<file path="config.mk">
export PLATFORM = sky130hd
export DESIGN_NAME = rx_tdm_slot_ctrl
export DESIGN_NICKNAME = d
export VERILOG_FILES = /design/src/rtl/rx_tdm_slot_ctrl.sv
export SDC_FILE = /design/constraint.sdc
export NUM_CORES = 1
export LEC_CHECK = 0
export ABC_AREA = 1
export CAP_MARGIN = 15
export CORE_MARGIN = 2
export CORE_UTILIZATION = 40
export CTS_CLUSTER_DIAMETER = 150
export DETAILED_ROUTE_END_ITERATION = 7
export MAX_ROUTING_LAYER = met4
export PLACE_DENSITY = 0.76
export SLEW_MARGIN = 20
export SYNTH_ARGS = -nofsm -noshare
export SYNTH_HDL_FRONTEND = slang
export SYNTH_SLANG_ARGS = --single-unit
</file>
<file path="constraint.sdc">
create_clock -name clockCore -period 6.25 [get_ports clockCore]
set_input_delay 0.625 -clock clockCore [delete_from_list [all_inputs] [get_ports clockCore]]
set_output_delay 0.625 -clock clockCore [all_outputs]
set_load 0.05 [all_outputs]
</file>
<file path="src/rtl/rx_tdm_slot_ctrl.sv">
// rx_tdm_slot_ctrl: turns the TDM slot owner into a one-cycle grant gated by enable, request and credit.
// Define RX_TDM_SLOT_STAT_EN to build the saturating slot-class statistics counters and statClr.
module rx_tdm_slot_ctrl #(
    parameter int WIDTH      = 5,
    parameter int NCHAN      = 24,
    parameter int CREDIT_W   = 4,
    parameter int CREDIT_MAX = 8
) (
    input  logic                      clockCore,
    input  logic                      resetCore,
    input  logic [WIDTH-1:0]          chanSel,
    input  logic [NCHAN-1:0]          chanEn,
    input  logic [NCHAN-1:0]          chanReq,
    input  logic [NCHAN-1:0]          creditRet,
    input  logic                      dnReady,
`ifdef RX_TDM_SLOT_STAT_EN
    input  logic                      statClr,
    output logic [15:0]               statGnt,
    output logic [15:0]               statIdle,
    output logic [15:0]               statNoCred,
    output logic [15:0]               statMiss,
`endif
    output logic                      gntValid,
    output logic [WIDTH-1:0]          gntChan,
    output logic [NCHAN-1:0]          chanGnt,
    output logic [NCHAN-1:0]          creditErr,
    output logic [NCHAN*CREDIT_W-1:0] creditCnt
);

    localparam logic [CREDIT_W-1:0] CMAX = CREDIT_W'(CREDIT_MAX);

    // Returns {overflow, next count}; a grant and a return on the same cycle cancel.
    function automatic logic [CREDIT_W:0] credit_next(input logic [CREDIT_W-1:0] cnt,
                                                      input logic gnt, input logic ret);
        logic [CREDIT_W:0] r;
        r = {1'b0, cnt};
        if (gnt && !ret)
            r = {1'b0, cnt - CREDIT_W'(1)};
        else if (ret && !gnt)
            r = (cnt == CMAX) ? {1'b1, cnt} : {1'b0, cnt + CREDIT_W'(1)};
        return r;
    endfunction

    logic [CREDIT_W-1:0] credit   [NCHAN];
    logic [CREDIT_W-1:0] cred_nxt [NCHAN];
    logic [NCHAN-1:0]    err_nxt;
    logic [NCHAN-1:0]    gnt_vec_p0;
    logic                run_p0;
    logic                elig_p0;
    logic                has_cred_p0;
    logic                grant_p0;

    // Stage p0: classify the current slot from chanSel and pre-update credit
    always_comb begin
        elig_p0     = 1'b0;
        has_cred_p0 = 1'b0;
        for (int i = 0; i < NCHAN; i++) begin
            if (int'(chanSel) == i) begin
                elig_p0     = chanEn[i] & chanReq[i];
                has_cred_p0 = (credit[i] != '0);
            end
        end
        grant_p0 = run_p0 & elig_p0 & has_cred_p0 & dnReady;
        gnt_vec_p0 = '0;
        for (int i = 0; i < NCHAN; i++)
            gnt_vec_p0[i] = grant_p0 && (int'(chanSel) == i);
    end

    always_comb begin
        for (int i = 0; i < NCHAN; i++)
            {err_nxt[i], cred_nxt[i]} = credit_next(credit[i], gnt_vec_p0[i], creditRet[i]);
    end

    // Stage p1: registered grant outputs and credit state
    always_ff @(posedge clockCore or posedge resetCore) begin
        if (resetCore) begin
            run_p0    <= 1'b0;
            gntValid  <= 1'b0;
            gntChan   <= '1;
            chanGnt   <= '0;
            creditErr <= '0;
            for (int i = 0; i < NCHAN; i++)
                credit[i] <= CMAX;
        end else begin
            run_p0    <= 1'b1;
            gntValid  <= grant_p0;
            if (grant_p0)
                gntChan <= chanSel;
            chanGnt   <= gnt_vec_p0;
            creditErr <= creditErr | err_nxt;
            for (int i = 0; i < NCHAN; i++)
                credit[i] <= cred_nxt[i];
        end
    end

    for (genvar g = 0; g < NCHAN; g++) begin : g_flat
        assign creditCnt[g*CREDIT_W +: CREDIT_W] = credit[g];
    end

`ifdef RX_TDM_SLOT_STAT_EN
    function automatic logic [15:0] sat_inc(input logic [15:0] c, input logic hit);
        return (hit && c != 16'hFFFF) ? c + 16'd1 : c;
    endfunction

    logic idle_p0;
    logic nocred_p0;
    logic miss_p0;
    assign idle_p0   = run_p0 & ~elig_p0;
    assign nocred_p0 = run_p0 & elig_p0 & ~has_cred_p0;
    assign miss_p0   = run_p0 & elig_p0 & has_cred_p0 & ~dnReady;

    always_ff @(posedge clockCore or posedge resetCore) begin
        if (resetCore || statClr) begin
            statGnt    <= '0;
            statIdle   <= '0;
            statNoCred <= '0;
            statMiss   <= '0;
        end else begin
            statGnt    <= sat_inc(statGnt, grant_p0);
            statIdle   <= sat_inc(statIdle, idle_p0);
            statNoCred <= sat_inc(statNoCred, nocred_p0);
            statMiss   <= sat_inc(statMiss, miss_p0);
        end
    end
`endif

endmodule

</file>
==> flow_summary.rst <==
.. list-table::
   :header-rows: 1

   * - Metric
     - Value
   * - Portion of total power attributed to the clock network
     - 0.195
   * - Synth Warn #
     - 0
   * - Area share of the largest cell type after synthesis
     - 0.287
   * - F_max
     - between 150 and 200 MHz
   * - Comb power frac
     - 0.514
   * - Leakage component of the power
     - ~6.4 nW
   * - Switching Fraction
     - 0.485
   * - Cell at the root of the clock tree
     - sky130_fd_sc_hd__clkbuf_16
   * - Count of vias placed by the detailed router
     - roughly 10000
   * - Gate count of the mapped netlist
     - roughly 1400
   * - Post-DP HPWL
     - about 24000 um
   * - Async SR Flop Fraction
     - 1.00
   * - Share of the cycle needed by the critical path after routing
     - 0.805
   * - Die Span Y
     - 167 um
   * - Wire length per cell after detailed routing
     - about 16 um
   * - Number of detailed-routing iterations run before antenna repair
     - 5
   * - Via count of the first global-routing pass
     - between 9000 and 10000
   * - Quantity of gates resized following cts
     - 0
   * - Global-route congestion overflow total
     - 0
   * - Number of clock sinks
     - 151
   * - Post-DRT Antenna Nets
     - 0
   * - Die span in x
     - around 170 um
   * - Placed cells
     - a little under 2000
   * - Clock slew seen by the registers of the worst setup and hold paths
     - about 0.070 ns
   * - Placer's final routability congestion estimate
     - 0.939
   * - Crit-path slowest cell
     - sky130_fd_sc_hd__clkdlybuf4s50_1
   * - Antenna violations before repair
     - 6
   * - IR drop worst, VDD
     - ~330 uV
   * - Maximum fanout count along the critical path
     - 27
   * - Overall Power
     - ~5.3 mW
   * - Ranking of synthesized cells by area
     - sky130_fd_sc_hd__dfrtp_1, sky130_fd_sc_hd__ha_1, sky130_fd_sc_hd__inv_1
   * - Number of ports placed on the die boundary
     - 230
   * - Floorplan die area
     - approximately 28000 um^2
   * - First-iteration detailed-routing DRC count
     - roughly 730
   * - Worst-case clock buffer depth
     - 2
   * - Non-filler cells, final
     - about 2000
   * - Placement Setup Slack
     - between 0.8 and 0.9 ns
   * - Num CTS Buffers
     - 17
   * - Final routed wirelength across all metal layers
     - between 30000 and 40000 um
   * - Vias per Instance
     - around 5
   * - Post-synthesis xor/xnor area fraction
     - 0.0379
   * - Compound-Gate Fraction of Synth Area
     - 0.164
   * - Max-Cap Viols
     - 0
   * - Cell internal power dissipation
     - approximately 2.7 mW
   * - TritonCTS clock tree
     - done
   * - Post-CTS Repair Setup Buffers
     - 0
   * - GR Util All Layers
     - 0.225
   * - Layout Nets
     - roughly 1800
   * - Area Overhead vs Synth
     - 30.9%
   * - Result of the run
     - completed
   * - Post-synth top cells
     - sky130_fd_sc_hd__inv_1, sky130_fd_sc_hd__nand2_1, sky130_fd_sc_hd__o21ai_0, sky130_fd_sc_hd__dfrtp_1, sky130_fd_sc_hd__ha_1
   * - FILL cells
     - approximately 2400
   * - Final worst clock skew
     - 0.0121 ns
   * - Synthesized flop and latch total
     - approximately 150
   * - RSZ-0062 raised after global routing
     - no
   * - Global-route wire length before repair
     - roughly 49000 um
   * - Biggest cell delay along the critical path
     - ~0.62 ns
   * - Proportion of power drawn by flip-flops and latches
     - 0.291
   * - Starting density of the core
     - 0.408
   * - Final instance area
     - 13900 um^2
   * - EDFF count, synth
     - 0
   * - Final count of hold timing violations
     - 0
   * - Fraction of final layout cells sized beyond drive strength 1
     - 0.0746
   * - Power dissipated by switching net loads
     - between 2 and 3 mW
   * - Dominant combinational cell family by area after synthesis
     - simple AND/OR/NAND/NOR gates
   * - CP startpoint kind
     - input pin
   * - Most frequent cell after synthesis
     - sky130_fd_sc_hd__inv_1
   * - Portion of netlist area occupied by mux cells
     - 0.000942
   * - Mean instance size in the synthesized netlist
     - ~7.8 um^2
   * - Total count of max-transition violations in the final report
     - 0
   * - Fraction of the yosys area taken by sequential cells
     - 0.359
   * - Signal arrival time at the worst endpoint
     - 5.34 ns
   * - CP required
     - around 6.6 ns
   * - Core ar.
     - between 20000 and 30000 um^2
   * - Number of failing setup endpoints in the final timing report
     - 0
   * - Crit path capture type
     - flop
   * - Class of the tightest hold or removal check
     - reg2reg
   * - Number of nets produced by synthesis
     - about 1600
   * - Adder and majority cell fraction of the synthesized area
     - 0.140
   * - Most used cell along the critical path
     - sky130_fd_sc_hd__nand2_1
   * - Max_slew headroom
     - 0.523
   * - Pin count of the biggest net entering global routing
     - 55
   * - Most area-hungry cell type in the Yosys netlist
     - sky130_fd_sc_hd__dfrtp_1
   * - Mapped Area
     - 10600 um^2
   * - Pin slew with the least headroom to its limit
     - between 0.7 and 0.8 ns
   * - Source-to-sink clock delay at the later pin of the worst-skew pair
     - roughly 0.43 ns
   * - Setup tns final
     - 0 ns
   * - Least setup slack across all paths after layout
     - between 1 and 1.5 ns
   * - H-tree depth
     - 4
   * - Number of hold buffers added after CTS
     - 0
   * - Post-route DRC violation count
     - 0
   * - Power density of the placed cells
     - between 300 and 400 nW/um^2
   * - Number of distinct standard cells referenced by the synthesized netlist
     - 42
   * - Cell Rows
     - 59
   * - Input/output buffers
     - ~230
   * - Synth Flop Type
     - sky130_fd_sc_hd__dfrtp_1
   * - Fin crit period
     - between 5 and 6 ns
   * - Kind of critical path
     - in2reg
   * - Post-synthesis simple-gate area fraction
     - 0.188
   * - Post-place instance area
     - between 10000 and 15000 um^2
## stage by stage
| step | util | hold WS (ns) |
|---|---|---|
| 2_1_floorplan | - | 0.572 |
| 3_3_place_gp | 0.511 | 0.454 |
| 3_5_place_dp | 0.511 | 0.458 |
| 4_1_cts | 0.533 | 0.470 |
| 5_1_grt | 0.534 | 0.480 |
| 6_report | 0.534 | 0.468 |
## flip-flops by register name (all words and copies together) (netlist names)
signal	count
creditCnt	96
run_p0	1
gntValid	1
chanGnt	24
gntChan	5
creditErr	24
## worst max-delay path, delay by kind of cell
| family | cells | cell delay [ns] |
|---|---|---|
| compound gates | 3 | 0.96 |
| simple gates | 34 | 2.62 |
| fa+ha+maj | 1 | 0.22 |
| buf+inv | 3 | 0.89 |
## cells by family (layout without fill, tap and decap cells)
family | count (synthesis) | after routing
AND/OR/NAND/NOR | 446 | 446
buffers and inverters | 300 | 560
AO/OA/AOI/OAI | 298 | 298
flip-flops | 151 | 151
adder cells (fa/ha/maj) | 119 | 119
XOR/XNOR | 46 | 46
other | 1 | 7
multiplexers | 1 | 1
## placed cells by master, fill, tap and decap left out, drive strengths merged, types with 2 or more instances in the layout
cell,instances
o21bai,14
a221oi,6
a211oi,2
a21oi,77
dfstp,29
nor2,115
nand3b,3
diode,6
xor2,43
a31o,13
clkdlybuf4s50,229
buf,2
a22o,10
inv,302
o21ai,128
ha,119
clkinvlp,3
dfrtp,122
clkinv,5
nand2,182
xnor2,3
a22oi,2
nor3,23
o221ai,10
nand4,9
nor3b,3
o2111ai,3
o211ai,5
o22ai,13
clkbuf,18
a31oi,12
nand3,111
## routing by layer
metal,track usage,wire [um]
met1,0.275,13200
met2,0.358,14400
met3,0.0520,2050
met4,0.0967,1050
met5,-,0
## final timing paths
check                              startpoint             to  slack, ns  depth (start not counted)
max in group asynchronous           resetCore  creditErr[11]       4.52                          3
min in group asynchronous           resetCore  creditCnt[28]       0.61                          2
worst min register to register  creditErr[23]  creditErr[23]       0.47                          1
worst min-delay path            creditErr[23]  creditErr[23]       0.47                          1
worst max register to register   creditCnt[4]  creditCnt[18]       1.53                         40
worst max-delay path               chanSel[4]  creditCnt[18]       1.22                         41
## power groups by stage
stage               clock (mW)  sequential [mW]  combinational [mW]
floorplan                    0             2.32                1.08
global placement             0             1.55                2.66
detailed placement           0             1.56                2.72
CTS                       1.06             1.55                2.74
global route              1.10             1.59                2.97
finish                    1.04             1.55                2.74
## layout make-up
| cell class | count | area, um^2 | share of cell area |
|---|---|---|---|
| Multi-Input combinational cell | 911 | 5650 | 0.406 |
| Sequential cell | 151 | 3810 | 0.274 |
| Timing Repair Buffer | 231 | 2310 | 0.166 |
| Inverter | 297 | 1120 | 0.0808 |
| Clock buffer | 18 | 439 | 0.0316 |
| Tap cell | 335 | 419 | 0.0301 |
| Clock inverter | 14 | 141 | 0.0102 |
| Antenna cell | 6 | 15.0 | 0.00108 |
No activity file was read; power rests on OpenSTA's default activity.
